$ cat src/rtl/stream_rr_arbiter.sv
// stream_rr_arbiter: round-robin merge of valid/ready streams with optional burst lock and a registered output.
module stream_rr_arbiter #(
  parameter int DATA_WIDTH = 8,
  parameter int NUM_REQ = 4,
  parameter int BURST = 1,
  localparam int ID_WIDTH = $clog2(NUM_REQ)
) (
  input  logic                          clk,
  input  logic                          rstn,
  input  logic [NUM_REQ*DATA_WIDTH-1:0] in_data,
  input  logic [NUM_REQ-1:0]            in_valid,
  output logic [NUM_REQ-1:0]            in_ready,
  output logic [DATA_WIDTH-1:0]         out_data,
  output logic [ID_WIDTH-1:0]           out_id,
  output logic                          out_valid,
  input  logic                          out_ready,
  input  logic                          clear
);
  localparam int BW = $clog2(BURST + 1);
  logic [ID_WIDTH-1:0] ptr, owner, rr_sel, sel, idx, next_ptr;
  logic [BW-1:0] beats, next_beats;
  logic owner_valid, rr_found, burst_hit, load_en, grant;
  logic [DATA_WIDTH-1:0] sel_data;
  always_comb begin
    rr_sel = '0;
    rr_found = 1'b0;
    idx = '0;
    for (int k = NUM_REQ - 1; k >= 0; k--) begin
      idx = ID_WIDTH'((int'(ptr) + k) % NUM_REQ);
      if (in_valid[idx]) begin
        rr_found = 1'b1;
        rr_sel = idx;
      end
    end
  end
  assign load_en = !out_valid || out_ready;
  assign burst_hit = owner_valid && in_valid[owner] && (beats < BW'(BURST));
  assign grant = rstn && load_en && !clear && (burst_hit || rr_found);
  assign sel = burst_hit ? owner : rr_sel;
  assign in_ready = grant ? (NUM_REQ'(1) << sel) : '0;
  assign sel_data = in_data[int'(sel)*DATA_WIDTH +: DATA_WIDTH];
  assign next_beats = (owner_valid && owner == sel) ? beats + 1'b1 : BW'(1);
  assign next_ptr = (sel == ID_WIDTH'(NUM_REQ - 1)) ? '0 : sel + 1'b1;
  always_ff @(posedge clk or negedge rstn) begin
    if (!rstn) begin
      out_valid <= 1'b0;
      out_data <= '0;
      out_id <= '0;
      ptr <= '0;
      owner_valid <= 1'b0;
      owner <= '0;
      beats <= '0;
    end else if (clear) begin
      out_valid <= 1'b0;
      ptr <= '0;
      owner_valid <= 1'b0;
      beats <= '0;
    end else if (grant) begin
      out_data <= sel_data;
      out_id <= sel;
      out_valid <= 1'b1;
      ptr <= next_ptr;
      owner <= sel;
      beats <= next_beats;
      owner_valid <= next_beats != BW'(BURST);
    end else if (load_en) begin
      // register drained (or empty); an idle owner loses its lock
      out_valid <= 1'b0;
      if (owner_valid && !in_valid[owner]) owner_valid <= 1'b0;
    end
  end
endmodule

$ cat config.mk
export PLATFORM = sky130hd
export DESIGN_NAME = stream_rr_arbiter
export DESIGN_NICKNAME = d
export VERILOG_FILES = /design/src/rtl/stream_rr_arbiter.sv
export SDC_FILE = /design/constraint.sdc
export NUM_CORES = 1
export LEC_CHECK = 0
export BUFFER_PORTS_ARGS = -buffer_cell sky130_fd_sc_hd__buf_2
export CORE_MARGIN = 8
export CORE_UTILIZATION = 45
export CTS_CLUSTER_SIZE = 16
export DETAILED_ROUTE_END_ITERATION = 8
export GPL_TIMING_DRIVEN = 0
export HOLD_SLACK_MARGIN = 0.15
export PLACE_DENSITY = 0.86
export SYNTH_ARGS = -nofsm -noshare
export SYNTH_HDL_FRONTEND = slang
export SYNTH_SLANG_ARGS = --single-unit
$ cat constraint.sdc
create_clock -name clk -period 3.9 [get_ports clk]
set_clock_uncertainty 0.1 [all_clocks]
set_input_delay 0.78 -clock clk [delete_from_list [all_inputs] [get_ports clk]]
set_output_delay 0.78 -clock clk [all_outputs]
set_load 0.005 [all_outputs]
==> results of run 1 <==
## where the power goes
group	internal (mW)	switching, mW	total [mW]
sequential	0.199	0.0320	0.231
clock	0.0398	0.0516	0.0914
combinational	0.159	0.134	0.293
## cell families (layout without fill, tap and decap cells)
kind of cell / Yosys count / count (layout) / share of synthesized area, %
fa+ha+maj: 4 / 4 / 4.33
compound gates: 14 / 14 / 9.74
flops: 15 / 15 / 32.5
mux: 37 / 37 / 33.2
simple gates: 24 / 24 / 12.1
buf+inv: 11 / 69 / 6.60
xor+xnor: 2 / 2 / 1.52
## area by class of cell
type / instances / area (sq um) / area share (%)
Buffer: 6 / 57.6 / 3.86
Multi-Input combinational cell: 81 / 704 / 47.3
Tap cell: 30 / 37.5 / 2.52
Timing Repair Buffer: 54 / 270 / 18.1
Inverter: 5 / 18.8 / 1.26
Sequential cell: 15 / 375 / 25.2
Clock buffer: 4 / 26.3 / 1.76
## worst max-delay path by stage
stage / to / slack (ps) / cells past startpoint
floorplan: in_ready[1] / 790 / 8
global placement: in_ready[1] / 400 / 10
detailed placement: in_ready[1] / 330 / 10
CTS: in_ready[1] / 320 / 10
global route: in_ready[1] / 220 / 10
finish: in_ready[1] / 330 / 10
## layout by cell type (no fill, tap or decap), types with 2 or more instances in the layout
master and n:
a21oi_1 4, and2_1 4, buf_2 54, buf_6 2, clkbuf_1 3, clkbuf_4 3
dfrtp_1 15, ha_1 4, inv_1 5, mux2_2 8, mux2i_1 28, nand2_1 4
nand3_1 2, nor2_1 4, nor2b_1 2, nor3_1 2, xnor2_1 2
## sequential cells by signal, summed over array words and instances, names as in the netlist
signal / count
out_data: 8
owner: 2
ptr: 2
beats: 1
out_valid: 1
owner_valid: 1
## metrics by stage
step	std cells	hold slack, ps	setup WS (ps)	area (sq um)	power, mW
finish	195	289	328	1490	0.615
detailed placement	191	398	330	1460	0.527
global placement	191	388	400	1460	0.514
CTS	195	300	322	1490	0.618
floorplan	107	384	794	1160	0.421
global route	195	323	217	1490	0.653
## worst max-delay path, delay by kind of cell
family	cells	cell delay, ps
adder cells (fa/ha/maj)	1	190
AO/OA/AOI/OAI	1	90
buffers and inverters	4	610
multiplexers	2	480
AND/OR/NAND/NOR	2	520
## routing by layer
metal | vias to the layer above | GRT usage (%) | wire length [um]
met5 | - | 0 | 0
met4 | 0 | 4.53 | 24
met3 | 4 | 2.18 | 129
met2 | 36 | 25.7 | 1590
met1 | 491 | 15.4 | 1280
li1 | 504 | - | -
==> summary.md, run 1 <==
| Metric | Value |
|---|---|
| Run status | `finished, final reports clean` |
| Fillers | `211` |
| Commonest cells in the netlist | `28 x mux2i_1, 15 x dfrtp_1, 8 x mux2_2` |
| Achievable Freq | `280 MHz` |
| Worst R2R Start | `owner[0]$_DFFE_PN0P_` |
| First-pass GRT wire length | `4970 um` |
| Mapped Area | `0.00116 sq mm` |
| Row cnt | `18` |
| Synth Warn # | `0` |
| Gpl congestion | `slightly above 0.9` |
| Clock root buffer | `clkbuf_4` |
| Max rail drop VDD | `just under 0.3 mV` |
| First drt pass iteration count | `4` |
| Slowest-stage cell, CP | `or3_4` |
| Initial antenna violation count | `0` |
| Nets | `210` |
| Synth Instances | `around 110` |
| Routed vias/inst | `5.31` |
| Worst EP required | `3020 ps` |
| Worst Path Max Fanout | `11` |
| CP Class | `input port to output port` |
| Grt ovf | `0` |
| Max Cap Viol | `0` |
| Flop-to-flop setup slack | `approximately 1400 ps` |
| Netlist cell types | `34` |
| Yosys top cell by area | `dfrtp_1` |
| DR vias | `between 1000 and 1500` |
| Main synth FF type | `dfrtp_1` |
| DIE AREA | `approximately 0.0044 sq mm` |
| Period utilization | `approximately nine tenths` |
| Register bit count reported by yosys | `15` |
| Crit-path max cell delay | `roughly 390 ps` |
| CTS hold repair buffers | `0` |
| Slew of the pin with the lowest slew margin | `around 600 ps` |
| RSZ-0062 raised after global routing | `no` |
| Post-DRT Antenna Nets | `0` |
| Resized cells post-CTS | `0` |
| Diodes inserted | `0` |
| Min-delay worst type | `input port to async pin` |
| WL final | `roughly 3000 um` |
| Most used cell, CP | `buf_2` |
| Die Width | `66.7 um` |
| Largest net degree at the start of global routing | `17` |
| Crit path launch type | `input port` |
| Initial drt markers | `12` |
| Port bufs | `54` |
| Most common cell in the synthesized netlist | `mux2i_1` |
| CTS clk-pin slew, worst paths | `approximately 90 ps` |
| Final hold vios | `0` |
| Final Max Tran Viols | `0` |
| Synth Net Count | `around 150` |
| Final setup TNS | `0 ps` |
| R2R cell count | `10` |
| Share of cells above drive strength 1 | `a little under half` |
| Setup repair bufs after CTS | `0` |
| Period minus WS final | `around 3600 ps` |
| Die Y | `around 67 um` |
| Initial core utilization | `a little under half` |
| Clock latency on the worst-skew pair | `around 290 ps` |
| Vias in the first global route | `1200` |
| Critical path endpoint category | `output port` |
| Syn Area/Cell | `10.8 sq um` |
| Crit path DAT | `roughly 2700 ps` |
| # IOs | `55` |
| CTS buffer count | `3` |
| Drt drc | `0` |
| CTS tree | `yes` |
| LEAKAGE | `0.838 nW` |
| Routed len/inst | `15.5 um` |
| PD cells | `approximately 410 mW/mm^2` |
| Leading post-synthesis cells by cell area | `dfrtp_1 32%, mux2i_1 24%, mux2_2 7.8%, ha_1 4.3%, and2_1 2.2%` |
| Share of the synthesized area in the top cell type | `32.5%` |
| DPL Wire Length | `roughly 2500 um` |
| Async S/R FF share, synth | `100%` |
| Reg2reg end | `ptr[1]$_DFFE_PN0N_` |
| H-tree levels | `1` |
| Worst Setup SP | `in_valid[1]` |
| Maximum clock path buffer count | `2` |
| Critical-path cell list | `buf_2 > mux2i_1 > or3_4 > o31ai_2 > mux2i_2 > buf_4 > inv_1 > ha_1 > and2_1 > buf_2` |
| Post-layout util | `60.7%` |
| Final count of negative-setup-slack endpoints | `0` |
| GRT Resource Usage Total | `13.8%` |
| Core area | `between 0.002 and 0.0025 sq mm` |
| Slew headroom | `between 60% and 70%` |
| Register area share after synthesis | `approximately a third` |
| P&R area growth vs syn | `28.9%` |
| CTS sink count | `15` |
| Post-synth EDFFs | `0` |
(Power assumes the default switching activity.)
==> inputs of run 2 (changes only) <==
--- a/config.mk
+++ b/config.mk
@@ -12,6 +12,7 @@
 export DETAILED_ROUTE_END_ITERATION = 8
 export GPL_TIMING_DRIVEN = 0
 export HOLD_SLACK_MARGIN = 0.15
+export MAX_ROUTING_LAYER = met4
 export PLACE_DENSITY = 0.86
 export SYNTH_ARGS = -nofsm -noshare
 export SYNTH_HDL_FRONTEND = slang
==> summary.md, run 2 (synthesized netlist as in run 1, its figures left out) <==
| Metric | Value |
|---|---|
| Run status | `finished, final reports clean` |
| Final setup TNS | `0 ps (unchanged)` |
| Max Cap Viol | `0 (unchanged)` |
| Period minus WS final | `3570 ps (unchanged)` |
| Slowest-stage cell, CP | `or3_4` |
| Drt drc | `0 (unchanged)` |
| Top reg by flops | `out_data` |
| CTS clk-pin slew, worst paths | `90 ps (about the same)` |
| Number of flip-flops in the largest register | `8 (unchanged)` |
| WL final | `3020 um (about the same)` |
| # IOs | `55 (unchanged)` |
| Worst EP required | `3020 ps (about the same)` |
| DPL Wire Length | `2510 um (unchanged)` |
| Min-delay worst type | `input port to async pin` |
| Achievable Freq | `280 MHz (unchanged)` |
| Share of cells above drive strength 1 | `45.5% (unchanged)` |
| Fillers | `211 (unchanged)` |
| Post-DRT Antenna Nets | `0 (unchanged)` |
| Maximum clock path buffer count | `2 (unchanged)` |
| Initial drt markers | `11 (-1)` |
| CTS buffer count | `3 (unchanged)` |
| Slew headroom | `60.1% (unchanged)` |
| Grt met2 use | `25.7% (unchanged)` |
| Vias in the first global route | `1200 (unchanged)` |
| Clock latency on the worst-skew pair | `290 ps (about the same)` |
| Global routing's busiest layer | `met2` |
| H-tree levels | `1 (unchanged)` |
| Clock root buffer | `clkbuf_4` |
| Largest net degree at the start of global routing | `17 (unchanged)` |
| Grt ovf | `0 (unchanged)` |
| PD cells | `413 mW/mm^2 (about the same)` |
| Max rail drop VDD | `0.296 mV (about the same)` |
| Critical path endpoint category | `output port` |
| Worst Path Max Fanout | `11 (unchanged)` |
| Initial core utilization | `47.1% (unchanged)` |
| First-pass GRT wire length | `4970 um (+0.12%)` |
| Most frequent cells in the layout | `54 x buf_2, 28 x mux2i_1, 15 x dfrtp_1, 8 x mux2_2, 5 x inv_1` |
| RSZ-0062 raised after global routing | `no` |
| Post-layout instance area | `0.00149 sq mm (unchanged)` |
| Initial antenna violation count | `0 (unchanged)` |
| First drt pass iteration count | `4 (unchanged)` |
| LEAKAGE | `0.838 nW (unchanged)` |
| Slew of the pin with the lowest slew margin | `597 ps (unchanged)` |
| DP Area | `0.00146 sq mm (unchanged)` |
| GR Layer Usage met3 | `2.18% (unchanged)` |
| Crit-path max cell delay | `390 ps (about the same)` |
| Core area | `0.00245 sq mm (unchanged)` |
| P&R area growth vs syn | `28.9% (unchanged)` |
| Final count of negative-setup-slack endpoints | `0 (unchanged)` |
| Nets | `210 (unchanged)` |
| Gpl congestion | `0.930 (+1.7%)` |
| Critical-path cell list | `buf_2 > mux2i_1 > or3_4 > o31ai_2 > mux2i_2 > buf_4 > inv_1 > ha_1 > and2_1 > buf_2` |
| Row cnt | `18 (unchanged)` |
| Routed len/inst | `15.5 um (about the same)` |
| Final hold vios | `0 (unchanged)` |
| Diodes inserted | `0 (unchanged)` |
| Routing usage on met1 | `15.4% (unchanged)` |
| Crit path DAT | `2690 ps (about the same)` |
| DR vias | `1035 (unchanged)` |
| Resized cells post-CTS | `0 (unchanged)` |
| Period utilization | `91.6% (unchanged)` |
| Setup repair bufs after CTS | `0 (unchanged)` |
| Final Max Tran Viols | `0 (unchanged)` |
| DIE AREA | `0.00445 sq mm (unchanged)` |
| Routed vias/inst | `5.31 (unchanged)` |
| CTS tree | `yes` |
| Port bufs | `54 (unchanged)` |
| Most used cell, CP | `buf_2` |
| GRT Resource Usage Total | `14.2% (+0.39 points)` |
| CTS hold repair buffers | `0 (unchanged)` |
| Die Width | `66.7 um (unchanged)` |
| Die Y | `66.7 um (unchanged)` |
| CP Class | `input port to output port` |
| CTS sink count | `15 (unchanged)` |
| Commonest non-fill, non-tap cell in the layout | `buf_2` |
| Crit path launch type | `input port` |
| Largest regs | `out_data: 8 flops, owner: 2 flops, ptr: 2 flops` |
==> run 2: cell counts in the layout (fill, tap and decap cells not counted) <==
Identical to the previous run, type by type.
==> run 2: path summary, 6_finish.rpt <==
check                                           to  depth (start not counted)  slack, ps                    start
setup / recovery                       in_ready[1]                         10        330              in_valid[1]
hold / removal             out_data[4]$_DFFE_PN0P_                          1        290                     rstn
setup reg to reg                ptr[1]$_DFFE_PN0N_                         10       1360     owner[0]$_DFFE_PN0P_
hold reg to reg            out_data[3]$_DFFE_PN0P_                          1        420  out_data[3]$_DFFE_PN0P_
max in group asynchronous       ptr[0]$_DFFE_PN0N_                          1       3150                     rstn
min in group clk           out_data[3]$_DFFE_PN0P_                          1        420  out_data[3]$_DFFE_PN0P_
==> run 2: power breakdown <==
group	total (mW)	leakage (nW)	internal [mW]	switching [mW]
clock network	0.0914	0.0150	0.0398	0.0516
logic	0.293	0.640	0.159	0.134
registers	0.231	0.183	0.199	0.0320
total	0.615	0.838	0.398	0.218
==> run 2: through the flow <==
step | instances | worst slack (ps) | hold WS, ps | power, mW | utilization (%)
floorplan | 107 | 794 | 384 | 0.421 | -
global placement | 191 | 400 | 388 | 0.514 | 59.6
detailed placement | 191 | 330 | 398 | 0.527 | 59.6
CTS | 195 | 322 | 300 | 0.618 | 60.7
global route | 195 | 217 | 323 | 0.653 | 60.7
finish | 195 | 328 | 289 | 0.615 | 60.7
==> run 2: critical path: cells and delay by family <==
family	cells	cell delay, ps
mux	2	480
buf+inv	4	610
simple gates	2	520
fa+ha+maj	1	190
compound gates	1	90
==> run 2: area by class of cell <==
cell class	count	area [sq um]	area share, %
Timing Repair Buffer	54	270	18.1
Multi-Input combinational cell	81	704	47.3
Tap cell	30	37.5	2.52
Clock buffer	4	26.3	1.76
Sequential cell	15	375	25.2
Buffer	6	57.6	3.86
Inverter	5	18.8	1.26
==> run 2: layer usage <==
metal / up-vias / share of wire [%]
li1: 504 / -
met1: 491 / 42
met2: 36 / 53
met3: 4 / 4.2
met4: 0 / 0.79
met5: - / 0
==> inputs of run 3 (changes only) <==
--- a/config.mk
+++ b/config.mk
@@ -6,7 +6,7 @@
 export NUM_CORES = 1
 export LEC_CHECK = 0
 export BUFFER_PORTS_ARGS = -buffer_cell sky130_fd_sc_hd__buf_2
-export CORE_MARGIN = 8
+export CORE_MARGIN = 1
 export CORE_UTILIZATION = 45
 export CTS_CLUSTER_SIZE = 16
 export DETAILED_ROUTE_END_ITERATION = 8
==> constraint.sdc (replaced) <==
create_clock -name clk -period 3.9 [get_ports clk]
set_clock_uncertainty 0.1 [all_clocks]
set_input_delay 0.585 -clock clk [delete_from_list [all_inputs] [get_ports clk]]
set_output_delay 0.585 -clock clk [all_outputs]
set_load 0.005 [all_outputs]
==> summary.md, run 3 (synthesized netlist as in run 1, its figures left out) <==
| Metric | Value |
|---|---|
| Period utilization | `90.3% (-1.3 points)` |
| Final count of negative-setup-slack endpoints | `0 (unchanged)` |
| Final hold vios | `0 (unchanged)` |
| Crit-path max cell delay | `570 ps (+180 ps)` |
| LEAKAGE | `0.845 nW (+0.82%)` |
| DPL Wire Length | `2140 um (-15%)` |
| Most frequent cells in the layout | `54 x buf_2, 28 x mux2i_1, 15 x dfrtp_1, 8 x mux2_2, 5 x inv_1` |
| Crit path launch type | `input port` |
| Routed len/inst | `13.8 um (-11%)` |
| Top reg by flops | `out_data` |
| # IOs | `55 (unchanged)` |
| Worst Path Max Fanout | `16 (+5)` |
| Gpl congestion | `0.941 (+1.1%)` |
| Hold depth | `1` |
| PD cells | `407 mW/mm^2 (-1.4%)` |
| Commonest non-fill, non-tap cell in the layout | `buf_2` |
| CTS clk-pin slew, worst paths | `80 ps (about the same)` |
| Period minus WS final | `3520 ps (-49.5 ps)` |
| CTS sink count | `15 (unchanged)` |
| P&R area growth vs syn | `29.9%` |
| Critical path endpoint category | `output port` |
| Final Power | `611 uW (-0.64%)` |
| Largest net degree at the start of global routing | `17 (unchanged)` |
| Crit path DAT | `2840 ps (+150 ps)` |
| Diodes inserted | `0 (unchanged)` |
| Setup repair bufs after CTS | `0 (unchanged)` |
| R2R cell count | `10 (unchanged)` |
| CTS tree | `yes` |
| Nets | `211 (+0.48%)` |
| H-tree levels | `1 (unchanged)` |
| Initial core utilization | `47.1% (unchanged)` |
| Min-delay worst type | `flip-flop to flip-flop` |
| Worst path bufs/invs | `4 (unchanged)` |
| Grt ovf | `0 (unchanged)` |
| RSZ-0062 raised after global routing | `no` |
| Number of flip-flops in the largest register | `8 (unchanged)` |
| Drt drc | `0 (unchanged)` |
| Port bufs | `54 (unchanged)` |
| Row cnt | `18 (unchanged)` |
| DIE AREA | `0.00278 sq mm (-38%)` |
| Most used cell, CP | `buf_2` |
| DR vias | `1052 (+1.6%)` |
| Vias in the first global route | `1091 (-9.1%)` |
| Critical-path cell list | `dlygate4sd3_1 > buf_2 > nor4b_2 > clkbuf_1 > and2_1 > buf_2` |
| Slew of the pin with the lowest slew margin | `595 ps (-2.58 ps)` |
| Slew headroom | `60.2% (+0.17 points)` |
| Initial antenna violation count | `0 (unchanged)` |
| Die Y | `52.7 um (-21%)` |
| Share of cells above drive strength 1 | `45.8% (+0.33 points)` |
| Achievable Freq | `284 MHz (+1.4%)` |
| CP Class | `input port to output port` |
| First-pass GRT wire length | `4400 um (-12%)` |
| Crit-path leading delay family | `buffers and inverters` |
| Hold Slack | `420 ps (+131 ps)` |
| First drt pass iteration count | `6 (+2)` |
| Initial drt markers | `4 (-7)` |
| Run status | `finished, final reports clean` |
| Clock root buffer | `clkbuf_4` |
| Clock latency on the worst-skew pair | `290 ps (about the same)` |
| CTS buffer count | `3 (unchanged)` |
| WL final | `2710 um (-10%)` |
| Routed vias/inst | `5.37 (+1.1%)` |
| Final Max Tran Viols | `0 (unchanged)` |
| Die Width | `52.7 um (-21%)` |
| Maximum clock path buffer count | `2 (unchanged)` |
| Max rail drop VDD | `0.284 mV (-4.0%)` |
| Worst EP required | `3210 ps (+190 ps)` |
| Final setup TNS | `0 ps (unchanged)` |
| Slowest-stage cell, CP | `dlygate4sd3_1` |
| GRT Resource Usage Total | `22.2% (+8.0 points)` |
| Post-DRT Antenna Nets | `0 (unchanged)` |
| Core area | `0.00245 sq mm (unchanged)` |
| Fillers | `210 (-0.47%)` |
| CP Depth | `6 (-4)` |
| Max Cap Viol | `0 (unchanged)` |
| Largest regs | `out_data: 8 flops, owner: 2 flops, ptr: 2 flops` |
[run 3: cell types whose count changed in the layout (fill, tap and decap cells not counted), sizes merged]
| cell | previous run | this run |
|---|---|---|
| clkbuf | 6 | 5 |
| clkinv | 0 | 1 |
| dlygate4sd3 | 0 | 1 |
[run 3: layout make-up]
type | count | area [sq um] | share of cell area [%]
multi-input combinational | 81 | 704 | 46.9
sequential | 15 | 375 | 25.0
timing repair buffer | 55 | 280 | 18.7
buffer | 6 | 57.6 | 3.83
tap | 30 | 37.5 | 2.50
clock buffer | 3 | 22.5 | 1.50
inverter | 5 | 18.8 | 1.25
clock inverter | 1 | 5.00 | 0.333
[run 3: power by group]
group	switching, mW	leakage [nW]	internal (mW)
Clock	0.0508	0.0177	0.0381
Combinational	0.133	0.645	0.159
Sequential	0.0305	0.183	0.199
Total	0.215	0.845	0.397
[run 3: per-layer routing]
layer	routed length (um)	vias to the layer above	GRT usage, %
met4	34	0	10.5
met1	1070	502	24.0
met5	0	-	-
met3	137	6	3.19
li1	-	503	-
met2	1470	41	39.5
[run 3: repair_timing]
action | 4_1_cts | 5_1_grt
gates resized for setup | 0 | 0
hold buffers | 1 | 0
endpoints found under the hold margin | 15 | 0
[run 3: worst paths after layout]
path / start / slack [ps] / to
worst max-delay path: rstn / 380 / in_ready[1]
worst min-delay path: out_data[7]$_DFFE_PN0P_ / 420 / out_data[7]$_DFFE_PN0P_
worst max register to register: owner[0]$_DFFE_PN0P_ / 1310 / ptr[1]$_DFFE_PN0N_
worst min register to register: out_data[7]$_DFFE_PN0P_ / 420 / out_data[7]$_DFFE_PN0P_
max in group asynchronous: rstn / 2740 / out_data[6]$_DFFE_PN0P_
min in group asynchronous: rstn / 690 / out_data[1]$_DFFE_PN0P_
[run 3: through the flow]
stage          std cells  utilization (%)  worst slack, ps  instance area, sq um
2_1_floorplan        107                -             1180                  1160
3_3_place_gp         191             59.6              796                  1460
3_5_place_dp         191             59.6              735                  1460
4_1_cts              196             61.2              417                  1500
5_1_grt              196             61.2              193                  1500
6_report             196             61.2              377                  1500
